$ cat config.mk
export PLATFORM = sky130hd
export DESIGN_NAME = seg7_writer
export DESIGN_NICKNAME = d
export VERILOG_FILES = /design/src/rtl/seg7_pkg.sv /design/src/rtl/hex7seg.sv /design/src/rtl/seg7_writer.sv
export SDC_FILE = /design/constraint.sdc
export NUM_CORES = 1
export LEC_CHECK = 0
export BUFFER_PORTS_ARGS = -buffer_cell sky130_fd_sc_hd__buf_2
export CAP_MARGIN = 10
export CORE_MARGIN = 2
export CORE_UTILIZATION = 41
export DETAILED_ROUTE_END_ITERATION = 10
export SLEW_MARGIN = 40
export SYNTH_ARGS = -nofsm -noshare
export SYNTH_HDL_FRONTEND = slang
export SYNTH_HIERARCHICAL = 1
export SYNTH_SLANG_ARGS = --single-unit
$ cat constraint.sdc
create_clock -name Clock -period 2.8 [get_ports Clock]
set_input_delay 0 -clock Clock [delete_from_list [all_inputs] [get_ports Clock]]
set_output_delay 0 -clock Clock [all_outputs]
set_load 0.02 [all_outputs]
$ cat src/rtl/seg7_pkg.sv
// Shared definitions for the HEX display writer: segment table, blank pattern and FSM states.
package seg7_pkg;

    localparam logic [6:0] SEG_OFF = 7'h00;

    // Entry k is the active-high a..g pattern for hex digit k (bit0 = a).
    localparam logic [15:0][6:0] SEG_TABLE = {
        7'h71, 7'h79, 7'h5E, 7'h39, 7'h7C, 7'h77, 7'h6F, 7'h7F,
        7'h07, 7'h7D, 7'h6D, 7'h66, 7'h4F, 7'h5B, 7'h06, 7'h3F
    };

    typedef enum logic [1:0] {IDLE, WRITE, DONE} state_e;

endpackage

$ cat src/rtl/hex7seg.sv
// Combinational hex nibble to active-high 7-segment decoder.
module hex7seg
    import seg7_pkg::*;
(
    input  logic [3:0] hex,
    output logic [6:0] seg
);

    assign seg = SEG_TABLE[hex];

endmodule

$ cat src/rtl/seg7_writer.sv
// Decodes a multi-digit hex value and writes one segment pattern per cycle to the
// display registers, most significant digit first, with optional leading-zero blanking.
module seg7_writer
    import seg7_pkg::*;
#(
    parameter int unsigned NUM_DIGITS = 6,
    parameter int unsigned ADDR_W     = 3
) (
    input  logic                    Clock,
    input  logic                    Resetn,
    input  logic [4*NUM_DIGITS-1:0] Value,
    input  logic                    Blank,
    input  logic                    Start,
    output logic [6:0]              Data,
    output logic [ADDR_W-1:0]       Addr,
    output logic                    Sel,
    output logic                    Busy,
    output logic                    Done
);

    localparam logic [ADDR_W-1:0] LastIdx = ADDR_W'(NUM_DIGITS - 1);

    state_e                  state_q, state_d;
    logic [ADDR_W-1:0]       idx_q, idx_d;
    logic [4*NUM_DIGITS-1:0] value_q, value_d;
    logic                    blank_q, blank_d;
    logic                    seen_q, seen_d;
    logic [6:0]              data_q, data_d;
    logic [ADDR_W-1:0]       addr_q, addr_d;
    logic                    sel_q, sel_d, busy_q, busy_d, done_q, done_d;

    // On the accepting edge the first digit comes straight from the inputs so that
    // the first write appears right after that edge; afterwards the latched copies rule.
    logic                    accept;
    logic [4*NUM_DIGITS-1:0] src_value;
    logic                    src_blank, src_seen;
    logic [ADDR_W-1:0]       nxt_idx;
    logic [3:0]              nibble;
    logic [6:0]              seg;

    assign accept    = Start && (state_q != WRITE);
    assign src_value = accept ? Value : value_q;
    assign src_blank = accept ? Blank : blank_q;
    assign src_seen  = accept ? 1'b0 : seen_q;
    assign nxt_idx   = accept ? LastIdx : idx_q - ADDR_W'(1);
    assign nibble    = 4'(src_value >> {nxt_idx, 2'b00});

    hex7seg u_hex7seg (
        .hex (nibble),
        .seg (seg)
    );

    always_comb begin
        state_d = state_q;
        idx_d   = idx_q;
        value_d = value_q;
        blank_d = blank_q;
        seen_d  = seen_q;
        data_d  = data_q;
        addr_d  = addr_q;
        sel_d   = 1'b0;
        busy_d  = 1'b0;
        done_d  = 1'b0;

        if (accept) begin
            value_d = Value;
            blank_d = Blank;
        end

        unique case (state_q)
            IDLE, DONE: begin
                if (accept) begin
                    state_d = WRITE;
                end else begin
                    state_d = IDLE;
                end
            end
            WRITE: begin
                if (idx_q == '0) begin
                    state_d = DONE;
                    done_d  = 1'b1;
                end
            end
            default: state_d = IDLE;
        endcase

        if (state_d == WRITE) begin
            idx_d  = nxt_idx;
            addr_d = nxt_idx;
            sel_d  = 1'b1;
            busy_d = 1'b1;
            seen_d = src_seen | (nibble != 4'h0);
            // Digit 0 always shows, so an all-zero value still displays "0".
            if (src_blank && !src_seen && nibble == 4'h0 && nxt_idx != '0) begin
                data_d = SEG_OFF;
            end else begin
                data_d = seg;
            end
        end
    end

    always_ff @(posedge Clock) begin
        if (!Resetn) begin
            state_q <= IDLE;
            idx_q   <= '0;
            value_q <= '0;
            blank_q <= 1'b0;
            seen_q  <= 1'b0;
            data_q  <= '0;
            addr_q  <= '0;
            sel_q   <= 1'b0;
            busy_q  <= 1'b0;
            done_q  <= 1'b0;
        end else begin
            state_q <= state_d;
            idx_q   <= idx_d;
            value_q <= value_d;
            blank_q <= blank_d;
            seen_q  <= seen_d;
            data_q  <= data_d;
            addr_q  <= addr_d;
            sel_q   <= sel_d;
            busy_q  <= busy_d;
            done_q  <= done_d;
        end
    end

    assign Data = data_q;
    assign Addr = addr_q;
    assign Sel  = sel_q;
    assign Busy = busy_q;
    assign Done = done_q;

endmodule

==> run summary <==
Area added between synthesis and finish: 34.53%
TritonCTS sink count: 40
Highest achievable clock rate: 372.2 MHz
Leakage: 1.155 nW
Final Hold Violating Endpoints: 0
Yosys warns: 6
Maximum net fanout on the critical path: 7
Number of cells produced by synthesis: 249
Class of the most critical hold timing path: input port to flop
Register cell area after layout: 805.8 sq um
Skew-Pair Late Insertion Delay: 0.29 ns
VDD IR-drop max: 0.3338 mV
Critical Path End Type: flop
Result of the run: completed
Total wirelength of the detailed-routed design: 4.893 mm
Total core area: 4786 sq um
Via count of the first global-routing pass: 1,733
Worst slew slack as a fraction of its limit: 65.30%
Number of CTS-inserted buffers: 5
Kind of launch point of the worst setup path: flop
Mean area per synthesized cell: 8.236 sq um
Data arrival time at the worst-slack endpoint: 2.86 ns
Ratio of cells with drive above 1 in the final layout: 26.02%
Number of nets in the layout: 355
Unrepaired setup endpoints after global routing: no
Number of antenna violations at the first check in global routing: 0
Finish-stage setup viols: 0
Maximum buffer depth of the clock tree: 2
Required arrival time at the worst endpoint: 2.97 ns
Clk root buf: sky130_fd_sc_hd__clkbuf_8
Slew at the pin with the worst max-slew slack: 0.5186 ns
Crit-path most repeated cell: sky130_fd_sc_hd__ha_4
Avg Vias per Cell: 4.948
Area of the die: 5584 sq um
Sum of net half-perimeters after detailed placement: 3.314 mm
Count of vias placed by the detailed router: 1,910
Clock-pin slew on the worst setup and hold paths: 0.08 ns
Count of buffering cells on the critical path with inverters included: 2
Power density of the placed cells: 618.6 nW/um^2
Cell chain of the critical path: inv_1 -> ha_4 -> ha_4 -> nand2b_4 -> o22ai_1 -> mux2i_1 -> o21ai_2 -> inv_2 -> ha_4 -> mux4_2 -> a32oi_1 -> o21ai_1
Remaining DRCs: 0
Clock period minus final worst setup slack: 2.687 ns
Netlist area before placement: 2051 sq um
Standard cell area after detailed placement: 2345 sq um
Total area of multi-input combinational cells: 1187 sq um
Antenna Nets Post-Route: 0
Fin Hold WS: 0.1841 ns
Fin crit share: 95.95%
Leading cell types in the layout, fill and taps excluded: 61 x sky130_fd_sc_hd__nand2_1, 40 x sky130_fd_sc_hd__buf_2, 38 x sky130_fd_sc_hd__dfxtp_1
Top cell family by delay on the critical path: adder cells
GRT Overall Usage: 18.90%
1st-pass router iterations: 4
Smallest setup slack after layout: 0.1134 ns
Detail-routed net length per standard cell: 12.68 microns
Number of synthesized register bits: 40
Number of max-slew violations in the final report: 0
Largest clock skew in the final design: 0.005784 ns
Crit Path Class: flop to flop
Number of buffers added on ports: 40
Worst path slowest cell: sky130_fd_sc_hd__mux4_2
Total congestion overflow after global routing: 0
Wire length of the first global-routing pass: 8.066 mm
Most common cell after layout, fill and taps aside: sky130_fd_sc_hd__nand2_1
Final cell area excluding filler cells: 2759 sq um
DIE HEIGHT: 74.73 microns
Maximum number of pins on one net before global-route repair: 30
Number of distinct standard cells referenced by the synthesized netlist: 37
Number of primary I/O pins: 41
Horizontal die dimension: 74.73 microns
Delay of the slowest cell on the worst path: 0.46 ns
CTS tree: built
Number of filler instances in the final layout: 456
H-tree levels: 2
Post-Place Setup Slack: -0.02822 ns
Inserted Diodes: 0
Gpl congestion: 0.8862
Starting utilization of the core area: 42.85%
Sequential share of the synthesized area: 39.05%
Max Cap Viol: 0
Cell Rows: 25
Detailed router's first-iteration violation count: 74
Synthesized netlist net count: 286
[cells by family (layout without fill, tap and decap cells)]
kind of cell,Yosys count,in the layout,synth area share (%)
buffers and inverters,26,96,6.345
AOI/OAI and AO/OA,59,59,17.14
and+or+nand+nor,95,95,20.56
adders and majority gates,9,9,5.491
DFF,40,40,39.05
muxes,20,20,11.41
[report_power, final]
part	switching [W]	internal (W)
clock	0.000203	0.000174
combinational	0.000353	0.000297
sequential	0.0000383	0.000641
total	0.000595	0.00111
[cell usage after synthesis]
master | count | area (sq um)
sky130_fd_sc_hd__and2_1 | 3 | 18.77
sky130_fd_sc_hd__mux2_2 | 4 | 45.04
sky130_fd_sc_hd__dfxtp_1 | 40 | 800.8
sky130_fd_sc_hd__o21ai_1 | 9 | 45.04
sky130_fd_sc_hd__a32oi_1 | 7 | 61.31
sky130_fd_sc_hd__nand2_1 | 61 | 229.0
sky130_fd_sc_hd__ha_1 | 9 | 112.6
sky130_fd_sc_hd__o21ai_0 | 3 | 15.01
sky130_fd_sc_hd__o21a_1 | 1 | 7.510
sky130_fd_sc_hd__o22ai_1 | 3 | 18.77
sky130_fd_sc_hd__o31a_2 | 1 | 10.01
sky130_fd_sc_hd__buf_1 | 3 | 11.26
sky130_fd_sc_hd__nor2b_1 | 1 | 6.260
sky130_fd_sc_hd__nor3_4 | 1 | 16.27
sky130_fd_sc_hd__nand3_1 | 2 | 10.01
sky130_fd_sc_hd__a311oi_1 | 2 | 17.52
sky130_fd_sc_hd__clkbuf_1 | 5 | 18.77
sky130_fd_sc_hd__buf_2 | 5 | 25.02
sky130_fd_sc_hd__or2b_1 | 1 | 7.510
sky130_fd_sc_hd__mux4_1 | 1 | 26.28
sky130_fd_sc_hd__inv_1 | 9 | 33.78
sky130_fd_sc_hd__o32a_1 | 1 | 10.01
sky130_fd_sc_hd__a21oi_1 | 30 | 150.1
sky130_fd_sc_hd__and3_1 | 1 | 6.260
sky130_fd_sc_hd__mux4_2 | 1 | 22.52
sky130_fd_sc_hd__a31o_1 | 1 | 8.760
sky130_fd_sc_hd__buf_6 | 3 | 33.78
sky130_fd_sc_hd__nand3b_1 | 1 | 7.510
sky130_fd_sc_hd__o31ai_1 | 1 | 7.510
sky130_fd_sc_hd__nand2b_1 | 5 | 31.28
sky130_fd_sc_hd__nand3_2 | 1 | 10.01
sky130_fd_sc_hd__mux2i_1 | 14 | 140.1
sky130_fd_sc_hd__nor2_1 | 12 | 45.04
sky130_fd_sc_hd__or3_1 | 2 | 12.51
sky130_fd_sc_hd__buf_4 | 1 | 7.510
sky130_fd_sc_hd__nor3_1 | 3 | 15.01
sky130_fd_sc_hd__nor4_1 | 1 | 6.260
[worst min-delay path, stage by stage]
cell	delay [ns]
sky130_fd_sc_hd__buf_2	0.09
sky130_fd_sc_hd__mux2_2	0.26
sky130_fd_sc_hd__a21oi_1	0.08
[registers in the layout, summed over array words and instances (netlist names)]
register,count
value_q,24
Done,1
Busy,1
Addr,3
Data,7
blank_q,1
seen_q,1
state_q,2
[area by class of cell]
class	instances	area share, %
Sequential cell	40	29.21
Tap cell	67	3.039
Multi-Input combinational cell	183	43.04
Clock inverter	3	0.6803
Timing Repair Buffer	79	20.23
Inverter	9	1.315
Clock buffer	5	2.494
[metrics by stage]
step                      std cells  total power, W  util [%]  setup TNS, ns
after floorplan                 249        0.001130         -       -0.05680
after global placement          348        0.001261     48.99              0
after detailed placement        348        0.001267     48.99       -0.02822
after CTS                       382        0.001673     56.31              0
after global routing            386        0.001817     57.65              0
final                           386        0.001707     57.65              0
[layer usage]
layer  global-route usage, %  vias to the layer above  share of wire (%)
met5                       0                        -                  0
met4                   7.143                        0                1.7
li1                        -                      997                  -
met2                   29.89                       43                 46
met3                   4.150                       10                3.5
met1                   25.33                      860                 49
[repair_timing]
action                                  CTS  global route
buffers inserted                          0             4
endpoints found under the hold margin    28             0
gates resized for setup                   1             7
hold buffers                             26             0
endpoints found under the setup margin    1             4
pin swaps                                 0             4
[path summary, 6_finish.rpt]
kind	from	slack, ns	endpoint	cells past startpoint
min reg2reg	value_q[22]	0.46	value_q[22]	2
max reg2reg	Addr[1]	0.11	Data[3]	12
max	Addr[1]	0.11	Data[3]	12
min	Start	0.18	seen_q	3
Note: power is estimated with default switching activity, not from simulation.
